File: config.mk
export PLATFORM = sky130hd
export DESIGN_NAME = seq_alu_mul
export DESIGN_NICKNAME = d
export VERILOG_FILES = /design/src/rtl/seq_alu_pkg.sv /design/src/rtl/seq_alu_mul_alu_core.sv /design/src/rtl/seq_alu_mul.sv
export SDC_FILE = /design/constraint.sdc
export NUM_CORES = 1
export LEC_CHECK = 0
export ABC_CLOCK_PERIOD_IN_PS = 6700
export BUFFER_PORTS_ARGS = -buffer_cell sky130_fd_sc_hd__buf_4
export CAP_MARGIN = 20
export CORE_MARGIN = 2
export CORE_UTILIZATION = 50
export CTS_CLUSTER_SIZE = 30
export DETAILED_ROUTE_END_ITERATION = 10
export PLACE_DENSITY = 0.76
export SLEW_MARGIN = 15
export SYNTH_ARGS = -nofsm -noshare
export SYNTH_HDL_FRONTEND = slang
export SYNTH_SLANG_ARGS = --single-unit
File: constraint.sdc
create_clock -name clk -period 6.7 [get_ports clk]
set_input_delay 0.335 -clock clk [delete_from_list [all_inputs] [get_ports clk]]
set_output_delay 0.335 -clock clk [all_outputs]
set_load 0.01 [all_outputs]
File: src/rtl/seq_alu_pkg.sv
// Shared types and constants for the registered 74181-style ALU with
// optional shift-add multiply (seq_alu_mul).
package seq_alu_pkg;

  // Control FSM states; MUL is only reachable when SEQ_ALU_MUL_EN is defined.
  typedef enum logic {
    IDLE = 1'b0,
    MUL  = 1'b1
  } state_e;

  // m input coding
  localparam logic MODE_ARITH = 1'b0;
  localparam logic MODE_LOGIC = 1'b1;

  // Logic-mode (m=1) function codes
  localparam logic [3:0] LS_NOT_A     = 4'h0, LS_NOR       = 4'h1, LS_NOTA_AND_B = 4'h2, LS_ZERO     = 4'h3;
  localparam logic [3:0] LS_NAND      = 4'h4, LS_NOT_B     = 4'h5, LS_XOR        = 4'h6, LS_A_ANDN_B = 4'h7;
  localparam logic [3:0] LS_NOTA_OR_B = 4'h8, LS_XNOR      = 4'h9, LS_B          = 4'hA, LS_AND      = 4'hB;
  localparam logic [3:0] LS_ONES      = 4'hC, LS_A_ORN_B   = 4'hD, LS_OR         = 4'hE, LS_A        = 4'hF;

  // Arithmetic-mode (m=0) function codes (all results additionally +c_in)
  localparam logic [3:0] AS_A          = 4'h0, AS_OR           = 4'h1, AS_ORN           = 4'h2, AS_MINUS1     = 4'h3;
  localparam logic [3:0] AS_A_PLUS_ANB = 4'h4, AS_OR_PLUS_ANB  = 4'h5, AS_SUB           = 4'h6, AS_ANB_MINUS1 = 4'h7;
  localparam logic [3:0] AS_A_PLUS_AND = 4'h8, AS_ADD          = 4'h9, AS_ORN_PLUS_AND  = 4'hA, AS_AND_MINUS1 = 4'hB;
  localparam logic [3:0] AS_DOUBLE     = 4'hC, AS_OR_PLUS_A    = 4'hD, AS_ORN_PLUS_A    = 4'hE, AS_DEC        = 4'hF;

endpackage

File: src/rtl/seq_alu_mul_alu_core.sv
// alu_core: purely combinational 74181-style function unit generalised to
// WIDTH bits. Returns {c_out_o, f_o}; c_out_o is always 0 in logic mode.
module alu_core
  import seq_alu_pkg::*;
#(
  parameter int WIDTH = 8
) (
  input  logic [WIDTH-1:0] a_i,
  input  logic [WIDTH-1:0] b_i,
  input  logic [3:0]       s_i,
  input  logic             m_i,
  input  logic             c_in_i,
  output logic [WIDTH-1:0] f_o,
  output logic             c_out_o
);

  // "-1" is added as a zero-extended all-ones word so the carry out behaves
  // like the original part (borrow shows up as c_out=0).
  localparam logic [WIDTH:0] ONES_X = {1'b0, {WIDTH{1'b1}}};

  logic [WIDTH:0]   ax, bx, nbx;
  logic [WIDTH:0]   x, y, sum;
  logic [WIDTH-1:0] f_logic;

  assign ax  = {1'b0, a_i};
  assign bx  = {1'b0, b_i};
  assign nbx = {1'b0, ~b_i};

  // Select logic result and the two arithmetic addends, then sum with carry-in
  always_comb begin
    f_logic = '0;
    x       = '0;
    y       = '0;
    case (s_i)
      LS_NOT_A:      f_logic = ~a_i;
      LS_NOR:        f_logic = ~(a_i | b_i);
      LS_NOTA_AND_B: f_logic = ~a_i & b_i;
      LS_ZERO:       f_logic = '0;
      LS_NAND:       f_logic = ~(a_i & b_i);
      LS_NOT_B:      f_logic = ~b_i;
      LS_XOR:        f_logic = a_i ^ b_i;
      LS_A_ANDN_B:   f_logic = a_i & ~b_i;
      LS_NOTA_OR_B:  f_logic = ~a_i | b_i;
      LS_XNOR:       f_logic = ~(a_i ^ b_i);
      LS_B:          f_logic = b_i;
      LS_AND:        f_logic = a_i & b_i;
      LS_ONES:       f_logic = '1;
      LS_A_ORN_B:    f_logic = a_i | ~b_i;
      LS_OR:         f_logic = a_i | b_i;
      default:       f_logic = a_i;
    endcase
    case (s_i)
      AS_A:          begin x = ax;          y = '0;          end
      AS_OR:         begin x = ax | bx;     y = '0;          end
      AS_ORN:        begin x = ax | nbx;    y = '0;          end
      AS_MINUS1:     begin x = '0;          y = ONES_X;      end
      AS_A_PLUS_ANB: begin x = ax;          y = ax & nbx;    end
      AS_OR_PLUS_ANB:begin x = ax | bx;     y = ax & nbx;    end
      AS_SUB:        begin x = ax;          y = nbx;         end
      AS_ANB_MINUS1: begin x = ax & nbx;    y = ONES_X;      end
      AS_A_PLUS_AND: begin x = ax;          y = ax & bx;     end
      AS_ADD:        begin x = ax;          y = bx;          end
      AS_ORN_PLUS_AND:begin x = ax | nbx;   y = ax & bx;     end
      AS_AND_MINUS1: begin x = ax & bx;     y = ONES_X;      end
      AS_DOUBLE:     begin x = ax;          y = ax;          end
      AS_OR_PLUS_A:  begin x = ax | bx;     y = ax;          end
      AS_ORN_PLUS_A: begin x = ax | nbx;    y = ax;          end
      default:       begin x = ax;          y = ONES_X;      end
    endcase
    sum = x + y + {{WIDTH{1'b0}}, c_in_i};
  end

  assign f_o     = (m_i == MODE_LOGIC) ? f_logic : sum[WIDTH-1:0];
  assign c_out_o = (m_i == MODE_LOGIC) ? 1'b0    : sum[WIDTH];

endmodule

File: src/rtl/seq_alu_mul.sv
// seq_alu_mul: registered 74181-style ALU with valid/ready handshakes.
// Optional multi-cycle unsigned shift-add multiply enabled by SEQ_ALU_MUL_EN.
//
// Handshake: an operation transfers on in_valid && in_ready; a result is
// consumed on out_valid && out_ready. in_ready is only high in IDLE with the
// output register empty or being drained this cycle, so a new result never
// overwrites one that has not been accepted. While out_valid && !out_ready
// all result outputs hold.
module seq_alu_mul
  import seq_alu_pkg::*;
#(
  parameter int WIDTH = 8,
  parameter int CNT_W = $clog2(WIDTH + 1)
) (
  input  logic             clk,
  input  logic             rst,
  input  logic             in_valid,
  output logic             in_ready,
  input  logic [WIDTH-1:0] a,
  input  logic [WIDTH-1:0] b,
  input  logic [3:0]       s,
  input  logic             m,
  input  logic             c_in,
  input  logic             mul_sel,
  output logic             out_valid,
  input  logic             out_ready,
  output logic [WIDTH-1:0] f,
  output logic [WIDTH-1:0] f_hi,
  output logic             c_out,
  output logic             a_eq_b,
  output logic             zero,
  output state_e           dbg_state
);

  state_e           state_q, state_d;
  logic             out_valid_q, out_valid_d;
  logic [WIDTH-1:0] f_q, f_d, f_hi_q, f_hi_d;
  logic             c_out_q, c_out_d, a_eq_b_q, a_eq_b_d, zero_q, zero_d;

  logic             xfer, alu_load;
  logic [WIDTH-1:0] alu_f;
  logic             alu_c;

  assign in_ready = (state_q == IDLE) && (!out_valid_q || out_ready);
  assign xfer     = in_valid && in_ready;

  alu_core #(.WIDTH(WIDTH)) u_alu (
    .a_i    (a),
    .b_i    (b),
    .s_i    (s),
    .m_i    (m),
    .c_in_i (c_in),
    .f_o    (alu_f),
    .c_out_o(alu_c)
  );

`ifdef SEQ_ALU_MUL_EN
  logic             start_mul, mul_done;
  logic [WIDTH-1:0] mcand_q, acc_hi_q, acc_lo_q, acc_hi_d, acc_lo_d;
  logic [CNT_W-1:0] cnt_q;
  logic             eq_q;
  logic [WIDTH-1:0] mac_f;
  logic             mac_c;

  assign start_mul = xfer && mul_sel;
  assign alu_load  = xfer && !mul_sel;
  assign mul_done  = (state_q == MUL) && (cnt_q == CNT_W'(WIDTH - 1));

  // Accumulate step: acc_hi + (multiplier LSB ? multiplicand : 0), WIDTH+1 bits
  alu_core #(.WIDTH(WIDTH)) u_mac (
    .a_i    (acc_hi_q),
    .b_i    (acc_lo_q[0] ? mcand_q : '0),
    .s_i    (AS_ADD),
    .m_i    (MODE_ARITH),
    .c_in_i (1'b0),
    .f_o    (mac_f),
    .c_out_o(mac_c)
  );

  // {carry, sum, acc_lo} shifted right one place
  assign acc_hi_d = {mac_c, mac_f[WIDTH-1:1]};
  assign acc_lo_d = {mac_f[0], acc_lo_q[WIDTH-1:1]};

  // Multiply datapath: load operands on transfer, step once per MUL cycle
  always_ff @(posedge clk) begin
    if (rst) begin
      mcand_q  <= '0;
      acc_hi_q <= '0;
      acc_lo_q <= '0;
      cnt_q    <= '0;
      eq_q     <= 1'b0;
    end else if (start_mul) begin
      mcand_q  <= a;
      acc_hi_q <= '0;
      acc_lo_q <= b;
      cnt_q    <= '0;
      eq_q     <= (a == b);
    end else if (state_q == MUL) begin
      acc_hi_q <= acc_hi_d;
      acc_lo_q <= acc_lo_d;
      cnt_q    <= cnt_q + 1'b1;
    end
  end

  // Next state: IDLE -> MUL on multiply transfer, back after WIDTH steps
  always_comb begin
    state_d = state_q;
    case (state_q)
      IDLE:    if (start_mul) state_d = MUL;
      MUL:     if (mul_done)  state_d = IDLE;
      default: state_d = IDLE;
    endcase
  end
`else
  logic             unused_mul_sel;
  logic [CNT_W-1:0] unused_cnt;

  assign unused_mul_sel = mul_sel;
  assign unused_cnt     = '0;
  assign alu_load       = xfer;

  // Without the multiplier the FSM never leaves IDLE
  always_comb begin
    state_d = IDLE;
  end
`endif

  // Output register next values: hold, drain on out_ready, or load a result
  always_comb begin
    out_valid_d = out_valid_q;
    f_d         = f_q;
    f_hi_d      = f_hi_q;
    c_out_d     = c_out_q;
    a_eq_b_d    = a_eq_b_q;
    zero_d      = zero_q;
    if (out_ready) out_valid_d = 1'b0;
    if (alu_load) begin
      out_valid_d = 1'b1;
      f_d         = alu_f;
      f_hi_d      = '0;
      c_out_d     = alu_c;
      a_eq_b_d    = (a == b);
      zero_d      = (alu_f == '0);
    end
`ifdef SEQ_ALU_MUL_EN
    if (mul_done) begin
      out_valid_d = 1'b1;
      f_d         = acc_lo_d;
      f_hi_d      = acc_hi_d;
      c_out_d     = 1'b0;
      a_eq_b_d    = eq_q;
      zero_d      = ({acc_hi_d, acc_lo_d} == '0);
    end
`endif
  end

  // State and output registers
  always_ff @(posedge clk) begin
    if (rst) begin
      state_q     <= IDLE;
      out_valid_q <= 1'b0;
      f_q         <= '0;
      f_hi_q      <= '0;
      c_out_q     <= 1'b0;
      a_eq_b_q    <= 1'b0;
      zero_q      <= 1'b0;
    end else begin
      state_q     <= state_d;
      out_valid_q <= out_valid_d;
      f_q         <= f_d;
      f_hi_q      <= f_hi_d;
      c_out_q     <= c_out_d;
      a_eq_b_q    <= a_eq_b_d;
      zero_q      <= zero_d;
    end
  end

  assign out_valid = out_valid_q;
  assign f         = f_q;
  assign f_hi      = f_hi_q;
  assign c_out     = c_out_q;
  assign a_eq_b    = a_eq_b_q;
  assign zero      = zero_q;
  assign dbg_state = state_q;

endmodule

Yosys cells after proc, flatten, opt, wreduce, memory -nomap -nowiden

Cells that the tools add are included.

Bits in registers: 12
Word-level logic and storage cells: 57

$add $sub $neg: 2
Equal/unequal tests: 15
Mux-type cells: 7
Bitwise logic cells: 16
Reduce and logical (&&, ||, !) cells: 12

Operator list:

| kind                                                 | number |
|---|---|
| one-hot mux 8 bit (15 select lines)                  | 1 |
| one-hot mux 9 bit (6 select lines)                   | 1 |
| one-hot mux 9 bit (5 select lines)                   | 1 |
| AND 8 bit                                            | 5 |
| NOT 8 bit                                            | 5 |
| bitwise OR 8 bit                                     | 5 |
| equality test 4 bit (second input constant)          | 7 |
| equality test 4 x 3 -> 1 bit (second input constant) | 4 |
| OR reduction 3 bit                                   | 4 |
| adder 9 x 1 -> 9 bit                                 | 1 |
| adder 9 bit                                          | 1 |
| equality test 4 x 2 -> 1 bit (second input constant) | 2 |
| equality test 8 bit                                  | 1 |
| zero test 8 bit                                      | 1 |
| 2-to-1 mux 8 bit                                     | 1 |
| XOR 8 bit                                            | 1 |
| equality test 4 x 1 -> 1 bit (second input constant) | 1 |
| zero test 4 bit                                      | 1 |
| OR reduction 2 bit                                   | 2 |
| 2-to-1 mux 1 bit                                     | 3 |
| nonzero test 2 bit                                   | 1 |
| logical AND 1 bit                                    | 1 |
| zero test 1 bit                                      | 1 |
| logical OR 1 bit                                     | 1 |

Longest topological paths before layout

Depth after elaboration: 7
Depth in mapped cells: 18
Gate-level depth less buffers: 15

Modules after synthesis

A second synthesis with hierarchy kept.

Cells, all modules: 476
Area total of the unflattened synthesis: 3380.7 um2

By module, submodules not included:

| module      | instances | cells each | area an instance (um2) |
|---|---|---|---|
| alu_core    | 1         | 401        | 2757.6 |
| seq_alu_mul | 1         | 75         | 623.1 |

Least setup slack after synthesis

Ideal clock, no wire load.

Path kind: input to register
From: input port s[0]
To: register zero_q (netlist: zero)
Setup time: 0.084 ns
Data arrival time: 3.552 ns
Data required time: 6.616 ns
Path slack: 3.063 ns
Stages on the path: 17
Path buffers: 5
Cell sequence: buf_2 -> buf_2 -> clkbuf_1 -> buf_2 -> clkbuf_1 -> a21oi_1 -> a31oi_1 -> fa_1 -> inv_1 -> fa_1 -> nor2b_1 -> o21ai_0 -> o31ai_1 -> a31oi_1 -> a2111oi_2 -> nand3_1 -> o31ai_2

Word-level cells in the longest chain between the ends: 7
Elaborated cells between the ends (all ways): 28
Classes of those cells: 2 x add/sub; 14 x eq/ne; 4 x mux; 8 x reduce/logical

RTL lines:

| element                                                                                         | RTL line                                               | text |
|---|---|---|
| start: declaration                                                                              | seq_alu_mul.sv:21                                      | `input logic [3:0] s,` |
| equality test 4 bit (tied with other cells)                                                     | seq_alu_mul_alu_core.sv:34, seq_alu_mul_alu_core.sv:52 |  |
| OR reduction 3 bit (no source line) / OR reduction 2 bit (equally long branches)                | --                                                     |  |
| one-hot mux 9 bit (6 select lines) / one-hot mux 9 bit (5 select lines) (equally long branches) | seq_alu_mul_alu_core.sv:52                             | `case (s_i)` |
| adder 9 bit                                                                                     | seq_alu_mul_alu_core.sv:70                             | `sum = x + y + {{WIDTH{1'b0}}, c_in_i};` |
| adder 9 x 1 -> 9 bit                                                                            | seq_alu_mul_alu_core.sv:70                             |  |
| 2-to-1 mux 8 bit *                                                                              | seq_alu_mul_alu_core.sv:73                             | `assign f_o = (m_i == MODE_LOGIC) ? f_logic : sum[WIDTH-1:0];` |
| zero test 8 bit *                                                                               | seq_alu_mul.sv:143                                     | `zero_d = (alu_f == '0);` |
| end signal: assignment                                                                          | seq_alu_mul.sv:174                                     | `zero_q <= zero_d;` |
| end: declaration                                                                                | seq_alu_mul.sv:38                                      | `logic c_out_q, c_out_d, a_eq_b_q, a_eq_b_d, zero_q, zero_d;` |

Mark *: on every way between the ends. The rest lies on a longest branch, timed or not.
A chain may end at the register's enable or synchronous reset.

Worst setup path in the final report

From: input port s[2]
To: register zero_q (netlist: zero)

The elaborated chain is that of the path after synthesis.

==> run summary <==
Clock root cell: clkbuf_8
Area Growth Syn to Fin: 6.47%
Fin. Hold Viols: 0
Sink Count: 12
Synth cell types: 60
GRT Util Overall: 26.0%
Post-CTS Hold Buffers: 0
Minimum clock period: 4390 ps
Post-synth ARST share: 0%
Static Leak: 0.00140 µW
Antenna Cells: 0
Post-Synthesis Cells: 454
Outcome: finished, final reports clean
Synth top area share: 15.5%
Share of layout cells above drive strength 1: 11.8%
CTS tree: built
Grt ovf: 0
Clk pin slew, worst setup/hold paths: 50 ps
Pre-CTS setup slack: 2170 ps
Max_cap viols: 0
Router iterations before antenna repair: 5
Filler cells: 581
Routed wire per std cell: 17.6 µm
Setup repair bufs after CTS: 0
Hold Startpoint: in_valid
Fin Hold WS: 357 ps
Final net count: 529
IO Port Bufs: 38
Max Slew Vio Count: 0
Worst Path Buf+Inv: 3
Setup tns final: 0 ps
Post-route DRC: 0
Vias per cell: 6.55
Cell breakdown of the critical path: buf_4 -> inv_1 -> o21ai_0 -> a21o_1 -> nor2_1 -> a31oi_1 -> fa_1 -> inv_1 -> fa_1 -> nor2b_1 -> o21ai_0 -> o31ai_1 -> a31oi_1 -> a2111oi_2 -> nand3_1 -> o31ai_2
CP startpoint: s[2]
Synthesized area: 3150 µm²
CTS Buf Count: 3
Sequential fraction of the synthesis area: 7.63%
Largest net degree at the start of global routing: 63
DIE WIDTH: 83.4 µm
Warnings, synthesis: 0
Required time of the critical path: 6860 ps
Synth area leader: ha_1
Initial Util: 52.6%
Antenna violations before repair: 0
Number of synthesized register bits: 12
Critical path endpoint category: register
Final cell count without fillers: 534
Row cnt: 28
Die area: 6950 µm²
Routed Antenna Nets: 0
Cell area after layout: 3350 µm²
Fmax: 228 MHz
PnR worst setup slack: 2310 ps
Worst Path Max Fanout: 45
IO Pins: 49
Crit-path slowest cell: inv_1
Number of flops mapped to enable cells by yosys: 0
Final period util: 65.5%
Crit start category: input pin
Final weighted congestion in routability-driven placement: 0.919
Global-route wire length before repair: 15.4 mm
Prevailing post-synth register cell: dfxtp_1
Hpwl dp: 6.49 mm
Vias in the first global route: 3188
Clock Path Buffers: 2
Core area: 5990 µm²
Slowest stage delay, CP: 530 ps
Commonest non-fill, non-tap cells in the layout: nor2_1, ha_1, buf_4
RSZ-0062 raised after global routing: no
Storage element area: 240 µm²
Slew margin rel.: 33.5%
CP delay by family, top: compound AO/OA/AOI/OAI gates
Post-DP Area: 3310 µm²
Final WL: 9.38 mm
Hold WC Path Type: in -> reg
Htree depth: 1
Area of the multi-input gates: 2590 µm²
Crit path DAT: 4550 ps
Later-pin clock latency in the skew report: 240 ps
Skew final: 6.68 ps
Pwr/cell area: 120 nW/µm²
Total number of vias: 3497
Leading cell type in the layout, fill and taps excluded: nor2_1
VDD IR max: 0.0788 mV
Least-Margin Pin Slew: 995 ps
Top cells by area, synth: ha_1, dfxtp_1, nor2_1
Die Y: 83.4 µm
Syn avg cell area: 6.94 µm²
Resized cells post-CTS: 0
Critical path type: in -> reg
Initial drt markers: 424
Reg-to-reg startpoint: out_valid
DP Cell Count: 531
# setup viols final: 0
## flip-flops by register name, indices dropped and copies added (netlist names)
signal     flops
out_valid      1
a_eq_b         1
c_out          1
zero           1
f              8
## cell usage after synthesis (3+ instances only)
cell and instances:
nand2_1 33, nand2b_1 10, nor3_1 19, clkbuf_1 13
a211oi_1 13, a22o_1 3, nand3b_1 11, mux2_2 3
inv_1 24, a21o_1 3, nor2b_1 8, a22oi_1 4
o21ai_0 29, a31oi_1 11, and2_1 3, buf_2 17
a32oi_1 3, ha_1 39, dfxtp_1 12, o211ai_1 22
o31ai_1 4, nor4_1 5, mux2i_1 13, nor2_1 48
a21oi_1 26, buf_4 13, nand3_1 8, o22ai_1 5
a221oi_1 4, o21a_1 8
## power by group
part           internal [µW]  switching (µW)  leakage, µW
Sequential              77.3            2.92    0.0000988
Clock                   39.6            26.2    0.0000216
Combinational            102             153      0.00128
Total                    219             182      0.00140
## path summary, 6_finish.rpt
check / end / slack, ps / depth (start not counted)
worst max-delay path: zero / 2310 / 16
worst min-delay path: out_valid / 360 / 3
worst max register to register: zero / 5340 / 6
worst min register to register: f[3] / 450 / 2
## cells by family (layout without fill, tap and decap cells)
family | after synthesis | in the layout | synth area share (%)
DFF | 12 | 12 | 7.63
other | 1 | 9 | 0.119
muxes | 16 | 16 | 5.20
AOI/OAI and AO/OA | 154 | 154 | 33.3
and+or+nand+nor | 158 | 158 | 25.4
buffers and inverters | 70 | 67 | 11.0
xor gates and xnor gates | 2 | 2 | 0.556
adders and majority gates | 41 | 41 | 16.8
## final cells by class
type | instances | share of cell area [%]
Clock buffer | 3 | 1.23
Inverter | 25 | 2.80
Multi-Input combinational cell | 380 | 77.3
Sequential cell | 12 | 7.16
Tap cell | 75 | 2.80
Timing Repair Buffer | 39 | 8.73
## tightest hold or removal path: stages
cell and delay [ps]:
buf_4 110, inv_1 40, a21oi_1 60
## metal layers
metal	up-vias	GRT usage [%]	routed length (µm)
met2	191	44.6	4360
li1	1665	-	-
met5	-	0	0
met4	0	5.37	170
met1	1616	34.5	3990
met3	25	4.08	861
## through the flow
step | total power, µW | util [%]
after floorplan | 266 | -
after global placement | 324 | 55.3
after detailed placement | 329 | 55.3
after CTS | 396 | 56.0
after global routing | 430 | 56.0
final | 401 | 56.0
Note: power is estimated with default switching activity, not from simulation.
